<file path="src/rtl/axi_light_rr_arbiter_if.sv">
// Bundles for the round-robin AXI-lite arbiter: a packed per-master request
// bundle (one lane per core) and a single AXI-lite link towards the shared slave.

interface axi_light_rr_arbiter_if #(
    parameter int N_MASTERS = 4,
    parameter int ADDR_W    = 32,
    parameter int DATA_W    = 32
);
    logic [N_MASTERS-1:0]          arvalid;
    logic [N_MASTERS-1:0]          arready;
    logic [N_MASTERS*ADDR_W-1:0]   araddr;
    logic [N_MASTERS*3-1:0]        arprot;
    logic [N_MASTERS-1:0]          rvalid;
    logic [N_MASTERS-1:0]          rready;
    logic [DATA_W-1:0]             rdata;
    logic [N_MASTERS-1:0]          awvalid;
    logic [N_MASTERS-1:0]          awready;
    logic [N_MASTERS*ADDR_W-1:0]   awaddr;
    logic [N_MASTERS*3-1:0]        awprot;
    logic [N_MASTERS-1:0]          wvalid;
    logic [N_MASTERS-1:0]          wready;
    logic [N_MASTERS*DATA_W-1:0]   wdata;
    logic [N_MASTERS*DATA_W/8-1:0] wstrb;
    logic [N_MASTERS-1:0]          bvalid;
    logic [N_MASTERS-1:0]          bready;

    modport master (
        output arvalid, araddr, arprot, rready, awvalid, awaddr, awprot,
               wvalid, wdata, wstrb, bready,
        input  arready, rvalid, rdata, awready, wready, bvalid
    );

    modport slave (
        input  arvalid, araddr, arprot, rready, awvalid, awaddr, awprot,
               wvalid, wdata, wstrb, bready,
        output arready, rvalid, rdata, awready, wready, bvalid
    );
endinterface

interface if_axi_light #(
    parameter int ADDR_W = 32,
    parameter int DATA_W = 32
);
    logic                arvalid;
    logic                arready;
    logic [ADDR_W-1:0]   araddr;
    logic [2:0]          arprot;
    logic                rvalid;
    logic                rready;
    logic [DATA_W-1:0]   rdata;
    logic                awvalid;
    logic                awready;
    logic [ADDR_W-1:0]   awaddr;
    logic [2:0]          awprot;
    logic                wvalid;
    logic                wready;
    logic [DATA_W-1:0]   wdata;
    logic [DATA_W/8-1:0] wstrb;
    logic                bvalid;
    logic                bready;

    modport master (
        output arvalid, araddr, arprot, rready, awvalid, awaddr, awprot,
               wvalid, wdata, wstrb, bready,
        input  arready, rvalid, rdata, awready, wready, bvalid
    );

    modport slave (
        input  arvalid, araddr, arprot, rready, awvalid, awaddr, awprot,
               wvalid, wdata, wstrb, bready,
        output arready, rvalid, rdata, awready, wready, bvalid
    );
endinterface

</file>
<file path="src/rtl/axi_light_rr_arbiter.sv">
// Round-robin arbiter sharing one AXI-lite slave among N_MASTERS cores, one
// transaction in flight. Define ARB_STATS_EN to add per-master grant_count.

module axi_light_rr_arbiter #(
    parameter int N_MASTERS = 4,
    parameter int ADDR_W    = 32,
    parameter int DATA_W    = 32
) (
    input  logic                         clk,
    input  logic                         res,
    axi_light_rr_arbiter_if.slave        s,
    if_axi_light.master                  m,
    output logic [$clog2(N_MASTERS)-1:0] grant_id,
    output logic                         busy
`ifdef ARB_STATS_EN
    ,
    output logic [N_MASTERS*32-1:0]      grant_count
`endif
);

    localparam int GW = $clog2(N_MASTERS);

    typedef enum logic [2:0] {
        ST_IDLE  = 3'd0,
        ST_RD    = 3'd1,
        ST_RDATA = 3'd2,
        ST_WR    = 3'd3,
        ST_WRESP = 3'd4
    } state_t;

    state_t          state_q, state_d;
    logic [GW-1:0]   grant_q, grant_d;
    logic [GW-1:0]   rr_ptr_q, rr_ptr_d;
    logic            busy_q, busy_d;
    logic            aw_done_q, aw_done_d;
    logic            w_done_q, w_done_d;
    logic [N_MASTERS-1:0] req_s;
    logic [GW-1:0]   pick_s;

    function automatic logic [GW-1:0] next_ptr(input logic [GW-1:0] g);
        if (g == GW'(N_MASTERS - 1)) begin
            return '0;
        end else begin
            return g + GW'(1);
        end
    endfunction

    assign req_s    = s.arvalid | s.awvalid;
    assign grant_id = grant_q;
    assign busy     = busy_q;

    // Data paths follow the registered grant; only valid/ready are gated by state.
    assign m.araddr = s.araddr[int'(grant_q)*ADDR_W +: ADDR_W];
    assign m.arprot = s.arprot[int'(grant_q)*3 +: 3];
    assign m.awaddr = s.awaddr[int'(grant_q)*ADDR_W +: ADDR_W];
    assign m.awprot = s.awprot[int'(grant_q)*3 +: 3];
    assign m.wdata  = s.wdata[int'(grant_q)*DATA_W +: DATA_W];
    assign m.wstrb  = s.wstrb[int'(grant_q)*(DATA_W/8) +: (DATA_W/8)];
    assign s.rdata  = m.rdata;

    // First requester at or after rr_ptr, scanning cyclically.
    always_comb begin
        int  idx;
        logic found;
        pick_s = rr_ptr_q;
        found  = 1'b0;
        for (int k = 0; k < N_MASTERS; k++) begin
            idx = int'(rr_ptr_q) + k;
            if (idx >= N_MASTERS) begin
                idx = idx - N_MASTERS;
            end else begin
                idx = idx;
            end
            if (!found && req_s[idx]) begin
                pick_s = GW'(idx);
                found  = 1'b1;
            end else begin
                found  = found;
            end
        end
    end

    // Next-state and handshake routing.
    always_comb begin
        state_d   = state_q;
        grant_d   = grant_q;
        rr_ptr_d  = rr_ptr_q;
        busy_d    = busy_q;
        aw_done_d = aw_done_q;
        w_done_d  = w_done_q;
        m.arvalid = 1'b0;
        m.rready  = 1'b0;
        m.awvalid = 1'b0;
        m.wvalid  = 1'b0;
        m.bready  = 1'b0;
        s.arready = '0;
        s.rvalid  = '0;
        s.awready = '0;
        s.wready  = '0;
        s.bvalid  = '0;
        case (state_q)
            ST_IDLE: begin
                if (|req_s) begin
                    grant_d = pick_s;
                    busy_d  = 1'b1;
                    state_d = s.arvalid[pick_s] ? ST_RD : ST_WR;
                end else begin
                    state_d = ST_IDLE;
                end
            end
            ST_RD: begin
                m.arvalid          = 1'b1;
                s.arready[grant_q] = m.arready;
                if (m.arready) begin
                    state_d = ST_RDATA;
                end else begin
                    state_d = ST_RD;
                end
            end
            ST_RDATA: begin
                m.rready          = s.rready[grant_q];
                s.rvalid[grant_q] = m.rvalid;
                if (m.rvalid && s.rready[grant_q]) begin
                    state_d  = ST_IDLE;
                    rr_ptr_d = next_ptr(grant_q);
                    busy_d   = 1'b0;
                end else begin
                    state_d  = ST_RDATA;
                end
            end
            ST_WR: begin
                // AW and W complete independently; each channel is masked once done.
                m.awvalid          = s.awvalid[grant_q] & ~aw_done_q;
                m.wvalid           = s.wvalid[grant_q] & ~w_done_q;
                s.awready[grant_q] = m.awready & ~aw_done_q;
                s.wready[grant_q]  = m.wready & ~w_done_q;
                aw_done_d = aw_done_q | (s.awvalid[grant_q] & m.awready);
                w_done_d  = w_done_q | (s.wvalid[grant_q] & m.wready);
                if (aw_done_d && w_done_d) begin
                    state_d = ST_WRESP;
                end else begin
                    state_d = ST_WR;
                end
            end
            ST_WRESP: begin
                m.bready          = s.bready[grant_q];
                s.bvalid[grant_q] = m.bvalid;
                if (m.bvalid && s.bready[grant_q]) begin
                    state_d   = ST_IDLE;
                    rr_ptr_d  = next_ptr(grant_q);
                    busy_d    = 1'b0;
                    aw_done_d = 1'b0;
                    w_done_d  = 1'b0;
                end else begin
                    state_d   = ST_WRESP;
                end
            end
            default: begin
                state_d   = ST_IDLE;
                busy_d    = 1'b0;
                aw_done_d = 1'b0;
                w_done_d  = 1'b0;
            end
        endcase
    end

    // Arbiter state registers.
    always_ff @(posedge clk or posedge res) begin
        if (res) begin
            state_q   <= ST_IDLE;
            grant_q   <= '0;
            rr_ptr_q  <= '0;
            busy_q    <= 1'b0;
            aw_done_q <= 1'b0;
            w_done_q  <= 1'b0;
        end else begin
            state_q   <= state_d;
            grant_q   <= grant_d;
            rr_ptr_q  <= rr_ptr_d;
            busy_q    <= busy_d;
            aw_done_q <= aw_done_d;
            w_done_q  <= w_done_d;
        end
    end

`ifdef ARB_STATS_EN
    logic        txn_done_s;
    logic [31:0] cnt_q [N_MASTERS];

    assign txn_done_s = ((state_q == ST_RDATA) && m.rvalid && s.rready[grant_q]) ||
                        ((state_q == ST_WRESP) && m.bvalid && s.bready[grant_q]);

    // Completed-transaction counters, wrapping naturally at 2^32.
    always_ff @(posedge clk or posedge res) begin
        if (res) begin
            for (int i = 0; i < N_MASTERS; i++) begin
                cnt_q[i] <= 32'd0;
            end
        end else if (txn_done_s) begin
            cnt_q[grant_q] <= cnt_q[grant_q] + 32'd1;
        end else begin
            cnt_q[grant_q] <= cnt_q[grant_q];
        end
    end

    always_comb begin
        grant_count = '0;
        for (int i = 0; i < N_MASTERS; i++) begin
            grant_count[i*32 +: 32] = cnt_q[i];
        end
    end
`endif

endmodule

</file>
<file path="src/flat_wrapper.sv">
// flat-port wrapper written by rule: the top's interface ports become plain ports
module axi_light_rr_arbiter_flat 
#(
    parameter int N_MASTERS = 4,
    parameter int ADDR_W    = 32,
    parameter int DATA_W    = 32
)
  (clk, res, grant_id, busy, s_arvalid, s_araddr, s_arprot, s_rready, s_awvalid, s_awaddr, s_awprot, s_wvalid, s_wdata, s_wstrb, s_bready, s_arready, s_rvalid, s_rdata, s_awready, s_wready, s_bvalid, m_arvalid, m_araddr, m_arprot, m_rready, m_awvalid, m_awaddr, m_awprot, m_wvalid, m_wdata, m_wstrb, m_bready, m_arready, m_rvalid, m_rdata, m_awready, m_wready, m_bvalid);
  axi_light_rr_arbiter_if #(.N_MASTERS(N_MASTERS), .ADDR_W(ADDR_W), .DATA_W(DATA_W)) s_i ();
  if_axi_light #(.ADDR_W(ADDR_W), .DATA_W(DATA_W)) m_i ();
  input  logic clk;
  input  logic res;
  output logic [$clog2(N_MASTERS)-1:0] grant_id;
  output logic busy;
  input wire logic [$bits(s_i.arvalid)-1:0] s_arvalid;
  input wire logic [$bits(s_i.araddr)-1:0] s_araddr;
  input wire logic [$bits(s_i.arprot)-1:0] s_arprot;
  input wire logic [$bits(s_i.rready)-1:0] s_rready;
  input wire logic [$bits(s_i.awvalid)-1:0] s_awvalid;
  input wire logic [$bits(s_i.awaddr)-1:0] s_awaddr;
  input wire logic [$bits(s_i.awprot)-1:0] s_awprot;
  input wire logic [$bits(s_i.wvalid)-1:0] s_wvalid;
  input wire logic [$bits(s_i.wdata)-1:0] s_wdata;
  input wire logic [$bits(s_i.wstrb)-1:0] s_wstrb;
  input wire logic [$bits(s_i.bready)-1:0] s_bready;
  output wire logic [$bits(s_i.arready)-1:0] s_arready;
  output wire logic [$bits(s_i.rvalid)-1:0] s_rvalid;
  output wire logic [$bits(s_i.rdata)-1:0] s_rdata;
  output wire logic [$bits(s_i.awready)-1:0] s_awready;
  output wire logic [$bits(s_i.wready)-1:0] s_wready;
  output wire logic [$bits(s_i.bvalid)-1:0] s_bvalid;
  output wire logic [$bits(m_i.arvalid)-1:0] m_arvalid;
  output wire logic [$bits(m_i.araddr)-1:0] m_araddr;
  output wire logic [$bits(m_i.arprot)-1:0] m_arprot;
  output wire logic [$bits(m_i.rready)-1:0] m_rready;
  output wire logic [$bits(m_i.awvalid)-1:0] m_awvalid;
  output wire logic [$bits(m_i.awaddr)-1:0] m_awaddr;
  output wire logic [$bits(m_i.awprot)-1:0] m_awprot;
  output wire logic [$bits(m_i.wvalid)-1:0] m_wvalid;
  output wire logic [$bits(m_i.wdata)-1:0] m_wdata;
  output wire logic [$bits(m_i.wstrb)-1:0] m_wstrb;
  output wire logic [$bits(m_i.bready)-1:0] m_bready;
  input wire logic [$bits(m_i.arready)-1:0] m_arready;
  input wire logic [$bits(m_i.rvalid)-1:0] m_rvalid;
  input wire logic [$bits(m_i.rdata)-1:0] m_rdata;
  input wire logic [$bits(m_i.awready)-1:0] m_awready;
  input wire logic [$bits(m_i.wready)-1:0] m_wready;
  input wire logic [$bits(m_i.bvalid)-1:0] m_bvalid;
  assign s_i.arvalid = s_arvalid;
  assign s_i.araddr = s_araddr;
  assign s_i.arprot = s_arprot;
  assign s_i.rready = s_rready;
  assign s_i.awvalid = s_awvalid;
  assign s_i.awaddr = s_awaddr;
  assign s_i.awprot = s_awprot;
  assign s_i.wvalid = s_wvalid;
  assign s_i.wdata = s_wdata;
  assign s_i.wstrb = s_wstrb;
  assign s_i.bready = s_bready;
  assign s_arready = s_i.arready;
  assign s_rvalid = s_i.rvalid;
  assign s_rdata = s_i.rdata;
  assign s_awready = s_i.awready;
  assign s_wready = s_i.wready;
  assign s_bvalid = s_i.bvalid;
  assign m_arvalid = m_i.arvalid;
  assign m_araddr = m_i.araddr;
  assign m_arprot = m_i.arprot;
  assign m_rready = m_i.rready;
  assign m_awvalid = m_i.awvalid;
  assign m_awaddr = m_i.awaddr;
  assign m_awprot = m_i.awprot;
  assign m_wvalid = m_i.wvalid;
  assign m_wdata = m_i.wdata;
  assign m_wstrb = m_i.wstrb;
  assign m_bready = m_i.bready;
  assign m_i.arready = m_arready;
  assign m_i.rvalid = m_rvalid;
  assign m_i.rdata = m_rdata;
  assign m_i.awready = m_awready;
  assign m_i.wready = m_wready;
  assign m_i.bvalid = m_bvalid;
  axi_light_rr_arbiter #(.N_MASTERS(N_MASTERS), .ADDR_W(ADDR_W), .DATA_W(DATA_W)) u_core (.clk(clk), .res(res), .s(s_i), .m(m_i), .grant_id(grant_id), .busy(busy));
endmodule
</file>
<file path="config.mk">
export PLATFORM = sky130hd
export DESIGN_NAME = axi_light_rr_arbiter_flat
export DESIGN_NICKNAME = d
export VERILOG_FILES = /design/src/rtl/axi_light_rr_arbiter_if.sv /design/src/rtl/axi_light_rr_arbiter.sv /design/src/flat_wrapper.sv
export SDC_FILE = /design/constraint.sdc
export NUM_CORES = 1
export LEC_CHECK = 0
export ABC_AREA = 1
export BUFFER_PORTS_ARGS = -buffer_cell sky130_fd_sc_hd__buf_2
export CAP_MARGIN = 20
export CORE_AREA = 2 2 252 254
export CTS_CLUSTER_SIZE = 25
export DETAILED_ROUTE_END_ITERATION = 6
export DIE_AREA = 0 0 254 256
export PLACE_DENSITY = 0.31
export SYNTH_ARGS = -nofsm -noshare
export SYNTH_HDL_FRONTEND = slang
export SYNTH_SLANG_ARGS = --single-unit
</file>
<file path="constraint.sdc">
create_clock -name clk -period 2.26 [get_ports clk]
set_input_delay 0.339 -clock clk [delete_from_list [all_inputs] [get_ports clk]]
set_output_delay 0.339 -clock clk [all_outputs]
set_load 0.005 [all_outputs]
</file>
==> results of run 1 <==
[power by group through the flow]
stage / Clock [mW] / Sequential, mW / Combinational (mW)
after CTS: 0.336 / 0.412 / 7.04
after floorplan: 0 / 0.330 / 3.78
after global placement: 0 / 0.400 / 6.91
after detailed placement: 0 / 0.399 / 6.86
final: 0.323 / 0.412 / 7.02
after global routing: 0.338 / 0.427 / 7.75
[metal layers]
layer	global-route usage [%]	vias to the layer above	wire length, um
li1	-	3896	-
met1	11.82	3682	14720
met2	18.15	473	17540
met3	2.980	34	3717
met4	1.618	12	525
met5	0	-	76
[per-stage QoR]
step	setup slack, ps	hold slack, ps	instances
after global routing	14.75	142.1	2193
after global placement	204.8	374.3	2187
after CTS	35.77	111.3	2192
after floorplan	372.5	179.2	834
final	124.5	94.44	2193
after detailed placement	191.8	372.9	2187
[synthesized netlist by cell type, types with 3 or more instances]
cell	count	area, um2
a21oi_1	4	20.02
o22ai_1	107	669.4
dfrtp_1	10	250.2
buf_2	14	70.07
nor3_1	16	80.08
nor2_1	233	874.6
buf_4	33	247.7
o21ai_0	226	1131
nand3_2	3	30.03
ha_1	4	50.05
clkbuf_1	57	214.0
inv_1	27	101.4
nand2_1	62	232.7
nand3_1	16	80.08
nand2_2	8	50.05
[worst max-delay path, stage by stage (launching register included)]
cell     delay [ps]
dfrtp_4         540
inv_6           130
buf_12          220
o21ai_0         140
o22ai_1         280
buf_2           180
[registers in the layout, indices dropped and copies added, names as in the netlist]
register and count:
u_core.grant_id 2, u_core.rr_ptr_q 2, u_core.state_q 3, u_core.w_done_q 1
u_core.aw_done_q 1, u_core.busy 1
[cell families (layout without fill, tap and decap cells)]
group,count (synthesis),in the layout,synth area share (%)
AO/OA/AOI/OAI,343,343,44.27
flip-flops,10,10,5.910
AND/OR/NAND/NOR,342,342,32.98
buffers and inverters,135,648,15.66
adder cells (fa/ha/maj),4,4,1.182
[final cells by class]
class	instances	area, um2
Tap cell	846	1059
Inverter	29	126.4
Clock buffer	4	78.83
Fill cell	7454	54180
Multi-Input combinational cell	689	3338
Sequential cell	10	257.7
Timing Repair Buffer	615	3351
[repair_timing]
| item | CTS | global route |
|---|---|---|
| resized for setup | 4 | 2 |
| setup endpoints to repair | 2 | 2 |
| hold buffers | 0 | 0 |
| buffers inserted | 0 | 0 |
| hold endpoints to repair | 0 | 0 |
| gates cloned | 1 | 1 |
[final timing paths]
path,from,end,depth (start not counted)
hold / removal,res,u_core.rr_ptr_q[0],2
min in group clk,m_arready,u_core.state_q[0],4
setup reg to reg,u_core.grant_id[1],u_core.state_q[1],8
setup / recovery,u_core.grant_id[1],m_araddr[10],5
max in group asynchronous,res,u_core.grant_id[0],2
hold reg to reg,u_core.busy,u_core.busy,2
==> results.cfg, run 1 <==
[layout]
layout.nets = 1835
stdcell_area_um2 = 8210
final_cell_mix = buf_2 (584), nor2_1 (233), o21ai_0 (226)
n_antenna_cell = 0
fin_util_pct = 13.16
drive_above_1_share_pct = 47.74
area_growth_pct = 93.91
final_common_cell = buf_2

[power_and_ir_drop]
internal-power_mw = 3.289
total_power_mw = 7.753
leakage_nw = 4.054
power_frac_comb_pct = 90.5
ir_worst_vdd_v = 0.0005283
pwr-share-clk_pct = 4.2
sequentialPowerShare_pct = 5.3
power.net_switching_mw = 4.464
p_sw_share_pct = 57.58
power_density_nw_per_um2 = 944.3

[timing]
setup_viol = 0
grt_setup_unrepaired = no
tns_ps = 0
maxSlewHeadroom_pct = 62.89
worst_pin_slew_ps = 550.8
max_freq_mhz = 468.3
finClkSkew_ps = 1.854
hold_violations = 0
fin_crit_sh_pct = 94.49
slew_viol_final = 0
fin_crit_ps = 2136

[die]
start_util_pct = 6.786
die_area_um2 = 65020
coreArea_um2 = 62390
ios = 649
rows = 92
die_w_um = 254
die_h_um = 256

[critical_path]
r2r_slack_ps = 350
path_class = reg2out
cp-start-kind = flip-flop
critPathArrivalTime_ps = 1800
end_kind = output port
critPathMaxFanout = 54
cp.required_ps = 1920

[placed_design]
port-buffer-count = 584
dpl.hpwl_um = 29730
gp_congestion = 0.9539
place_area_um2 = 8039

[clock_tree]
ctsRootBufferMaster = clkbuf_16
cts_max_level = 1
clock_sinks = 10
cts.clk_slew.worst_paths_ps = 40
clk_latency_ps = 240
cts_tree = yes
clk_path_buf_depth = 2
cts_buffers = 3

[global_route]
grt_antenna_before_repair = 12
grt_usage_pct = 10.07
grt_max_degree = 55
grt-ovfl-total = 0
grt_pass1_vias = 7975
grt_first_pass_wirelength_um = 49510

[yosys]
syn_area_per_cell_um2 = 5.077
synth_ff_type = dfrtp_1
syn_area_um2 = 4234
yosys_warnings = 0
yosysSeqAreaShare_pct = 5.910
synthesis.nets = 1321
synth_edf_count = 0
netlist_instances = 834
synth.distinct_cells = 27
async_flop_share_pct = 100.0
ys_seq_elements = 10

[detailed_routing]
routedWlPerCell_um = 16.68
avgViaCountPerCell = 3.692
routed_wl_um = 36580
drt_iter0_drc = 472
ant_nets = 0
first_pass_iters = 5
drc = 0
vias = 8097

[outcome]
outcome = finished clean

[hold_path]
hold_path_class = in2async

[job]
max_cap_violations = 0
Power figures use the tool's default switching activity.
==> run 2, diff against run 1 <==
- clock period: 2.26 -> 2.39 ns (I/O delays scaled with it)
==> run 2 against run 1 <==
Net effect: clock power up 6.5%; highest routed layer unchanged; power down 6.1%; sequential share of layout area about the same; largest power group unchanged; routed wire length up 2.2%; sequential power down 5.1%; non-clock buffer count down 2; global-route usage up 0.095 points; combinational power down 6.7%; hold slack better by 28 ps; register-to-register slack better by 80 ps; critical endpoint is now m_araddr[21].
==> results.cfg, run 2 (synthesis gave the netlist of run 1 again) <==
[outcome]
outcome = finished clean

[layout]
area_growth_pct = 93.09
final_common_cell = buf_2
layout.nets = 1833
fin_util_pct = 13.10
largest-register = u_core.state_q
fin_cells = 2193
largest_reg_flops = 3
final_cell_mix = buf_2 (584), nor2_1 (233), o21ai_0 (226)
drive_above_1_share_pct = 47.58

[timing]
max_freq_mhz = 437.5
worst_pin_slew_ps = 683.3
fin_crit_sh_pct = 95.63
fin_crit_ps = 2286
finClkSkew_ps = 5.257
tns_ps = 0
hold_violations = 0
slew_viol_final = 0
maxSlewHeadroom_pct = 53.96
setup_viol = 0
grt_setup_unrepaired = no

[power_and_ir_drop]
power_frac_comb_pct = 89.9
internal-power_mw = 3.082
p_sw_share_pct = 57.67
ir_worst_vdd_v = 0.0002997
total_power_mw = 7.281
power.net_switching_mw = 4.199
power_density_nw_per_um2 = 890.6
pwr-share-clk_pct = 4.7
leakage_nw = 4.033
sequentialPowerShare_pct = 5.4

[critical_path]
cp-start-kind = flip-flop
r2r-start = u_core.grant_id[1]
worstReg2RegEnd = u_core.state_q[0]
cp.required_ps = 2030
end_kind = output port
cpLargestDelayFamily = compound AO/OA/AOI/OAI gates
r2r_slack_ps = 430
ff2ff_path_depth = 8
path_class = reg2out
critPathArrivalTime_ps = 1930
max_stage_delay_ps = 610
critPathMaxFanout = 61
path_buf_inv = 2
cp_cell_sequence = buf_12 > o21ai_0 > o22ai_1 > buf_2
critPathSlowestCell = o21ai_0

[placed_design]
port-buffer-count = 584
dp_cells = 2186
dpl.hpwl_um = 30470
gp_congestion = 0.9334

[hold_path]
hold_path_class = in2async

[die]
ios = 649
rows = 92
die_h_um = 256
start_util_pct = 6.786
coreArea_um2 = 62390
die_w_um = 254
die_area_um2 = 65020

[clock_tree]
cts_max_level = 1
clock_sinks = 10
ctsRootBufferMaster = clkbuf_16
cts.clk_slew.worst_paths_ps = 50
postCtsHoldBufs = 0
clk_path_buf_depth = 2
clk_latency_ps = 240
cts_tree = yes
cts_buffers = 3

[job]
max_cap_violations = 0

[global_route]
grt-ovfl-total = 0
grt_usage_pct = 10.17
grt_max_degree = 94
grt_pass1_vias = 7863
grt_antenna_before_repair = 13
grt_first_pass_wirelength_um = 49850

[detailed_routing]
ant_nets = 0
avgViaCountPerCell = 3.718
first_pass_iters = 5
vias = 8154
drc = 0
drt_iter0_drc = 453
routed_wl_um = 37390
routedWlPerCell_um = 17.05
-- run 2: worst register-to-register path: cells and delay by family (launching register included) --
family | cells | cell delay, ps
AO/OA/AOI/OAI | 5 | 850
buffers and inverters | 2 | 370
AND/OR/NAND/NOR | 1 | 70
flip-flops | 1 | 550
-- run 2: worst max path at each step --
stage,slack [ps],endpoint,depth (start not counted),from
floorplan,480,s_awready[0],7,u_core.grant_id[0]
CTS,70,m_awvalid,5,u_core.grant_id[1]
global route,7,m_wdata[12],5,u_core.grant_id[1]
detailed placement,340,m_awvalid,5,u_core.grant_id[1]
finish,100,m_araddr[21],4,u_core.grant_id[0]
global placement,350,m_awvalid,5,u_core.grant_id[1]
-- run 2: metrics by stage --
step	setup slack [ps]	hold slack [ps]	area (um2)
floorplan	483.0	198.7	4234
global placement	350.2	403.0	8044
detailed placement	337.5	405.4	8044
CTS	72.50	147.5	8133
global route	7.488	161.7	8175
finish	104.4	122.0	8175
-- run 2: cell type report --
cell class              instances  area, um2
clock buffers                   4      88.84
flip-flops and latches         10      257.7
well taps                     846       1059
repair buffers                613       3316
multi-input cells             689       3326
inverters                      29      123.9
fillers                      7446      54210
diodes                          2      5.005
-- run 2: power groups by stage --
stage	sequential, mW	clock (mW)	combinational, mW
floorplan	0.312	0	3.58
global route	0.407	0.362	7.26
CTS	0.374	0.350	6.55
detailed placement	0.375	0	6.52
finish	0.391	0.344	6.55
global placement	0.380	0	6.57
-- run 2: repair_timing --
| action | CTS | global route |
|---|---|---|
| setup buffers | 0 | 0 |
| resized for setup | 0 | 2 |
| setup endpoints to repair | 0 | 1 |
-- run 2: per-layer routing --
metal	track usage, %	vias to the layer above	share of wire, %
li1	-	3891	-
met1	11.75	3714	39
met3	3.305	56	11
met4	2.239	12	2.1
met5	0	-	0.22
met2	18.04	481	48
==> run 3, diff against run 2 <==
- MAX_ROUTING_LAYER: not set -> met4
- TNS_END_PERCENT: not set -> 50
==> run 3 against run 2 <==
Net effect: clock skew shrank 1.1 ps; flip-flop and latch count unchanged; first-iteration DRC count down 4.2%; power decreased by 2.2%; register-to-register slack better by 20 ps; global-route usage grew 0.11 points; largest cell class unchanged; highest routed layer is now met4.
==> results.cfg, run 3 (synthesis gave the netlist of run 1 again) <==
[timing]
worst_pin_slew_ps = 527.2
grt_setup_unrepaired = no
fin_crit_ps = 2275
hold_violations = 0
maxSlewHeadroom_pct = 64.48
finClkSkew_ps = 4.136
fin_crit_sh_pct = 95.18
slew_viol_final = 0
setup_viol = 0
tns_ps = 0
max_freq_mhz = 439.6

[clock_tree]
cts_setup_buffers = 0
clk_path_buf_depth = 2
cts_tree = yes
cts.clk_slew.worst_paths_ps = 40
clk_latency_ps = 240
cts_max_level = 1
clock_sinks = 10
ctsRootBufferMaster = clkbuf_16
cts_buffers = 3

[layout]
final_cell_mix = buf_2 (584), nor2_1 (233), o21ai_0 (226)
layout.nets = 1831
final_common_cell = buf_2
largest_reg_flops = 3
area_growth_pct = 91.93
fillers = 7462
drive_above_1_share_pct = 47.43
largest-register = u_core.state_q

[critical_path]
end_kind = output port
path_class = reg2out
critPathMaxFanout = 58
cp-start-kind = flip-flop
critPathArrivalTime_ps = 1920
cp.required_ps = 2030
ff2ff_path_depth = 8

[detailed_routing]
vias = 8134
avgViaCountPerCell = 3.701
first_pass_iters = 4
drt_iter0_drc = 434
drc = 0
ant_nets = 0
routed_wl_um = 35920
routedWlPerCell_um = 16.34

[job]
max_cap_violations = 0

[power_and_ir_drop]
power_density_nw_per_um2 = 876.7
leakage_nw = 4.004
ir_worst_vdd_v = 0.0003577
total_power_mw = 7.124

[die]
rows = 92
die_area_um2 = 65020
coreArea_um2 = 62390
die_w_um = 254
ios = 649
die_h_um = 256
start_util_pct = 6.786

[placed_design]
port-buffer-count = 584
gp_congestion = 0.8989
dpl.hpwl_um = 30930

[global_route]
grt_usage_pct = 10.27
grt_max_degree = 61
grt-ovfl-total = 0
grt_pass1_vias = 8001
grt_first_pass_wirelength_um = 49060
grt_antenna_before_repair = 14

[hold_path]
hold_path_class = in2async

[outcome]
outcome = finished clean
-- run 3: layout make-up --
cell class                 count  area [um2]  area share (%)
multi-input combinational    689        3321           40.86
timing repair buffer         611        3254           40.05
tap                          846        1059           13.03
sequential                    10       257.7           3.172
inverter                      29       123.9           1.524
clock buffer                   4       88.84           1.093
antenna                        9       22.52          0.2771
-- run 3: worst paths after layout --
| path | from | slack, ps | to |
|---|---|---|---|
| setup reg to reg | u_core.grant_id[0] | 450 | u_core.state_q[0] |
| hold / removal | res | 130 | u_core.busy |
| setup / recovery | u_core.grant_id[0] | 120 | m_araddr[25] |
| hold reg to reg | u_core.busy | 510 | u_core.busy |
| max in group asynchronous | res | 1880 | u_core.grant_id[0] |
| min in group clk | m_arready | 460 | u_core.state_q[0] |
-- run 3: power breakdown --
part           internal [mW]  switching, mW  leakage (nW)  total, mW
combinational           2.49           3.92          3.84       6.41
clock                  0.252         0.0843        0.0442      0.337
sequential             0.258          0.116         0.123      0.374
total                   3.00           4.12          4.00       7.12
-- run 3: critical path: stages, from the launching register on --
cell     delay, ps
dfrtp_4        460
buf_12         230
buf_4          360
o21ai_0        140
o22ai_1        240
buf_2          160
-- run 3: what timing repair did --
| action | in CTS | in global routing |
|---|---|---|
| endpoints found under the setup margin | 0 | 1 |
| hold buffers | 0 | 0 |
| gates resized for setup | 0 | 1 |
-- run 3: per-stage QoR --
step	instances	instance area, um2	hold slack [ps]	util (%)	worst slack [ps]
floorplan	834	4234	198.7	-	483.0
global placement	2185	8011	428.5	12.84	248.8
detailed placement	2185	8011	424.3	12.84	306.3
CTS	2189	8100	158.4	12.98	36.43
global route	2197	8124	176.7	13.02	35.35
finish	2198	8127	133.1	13.03	115.3
-- run 3: per-layer routing --
| metal | vias up | GRT usage (%) | wire length [um] |
|---|---|---|---|
| li1 | 3902 | - | - |
| met1 | 3711 | 11.90 | 14400 |
| met2 | 479 | 17.41 | 16830 |
| met3 | 42 | 2.451 | 3649 |
| met4 | 0 | 3.154 | 1046 |
| met5 | - | - | 0 |
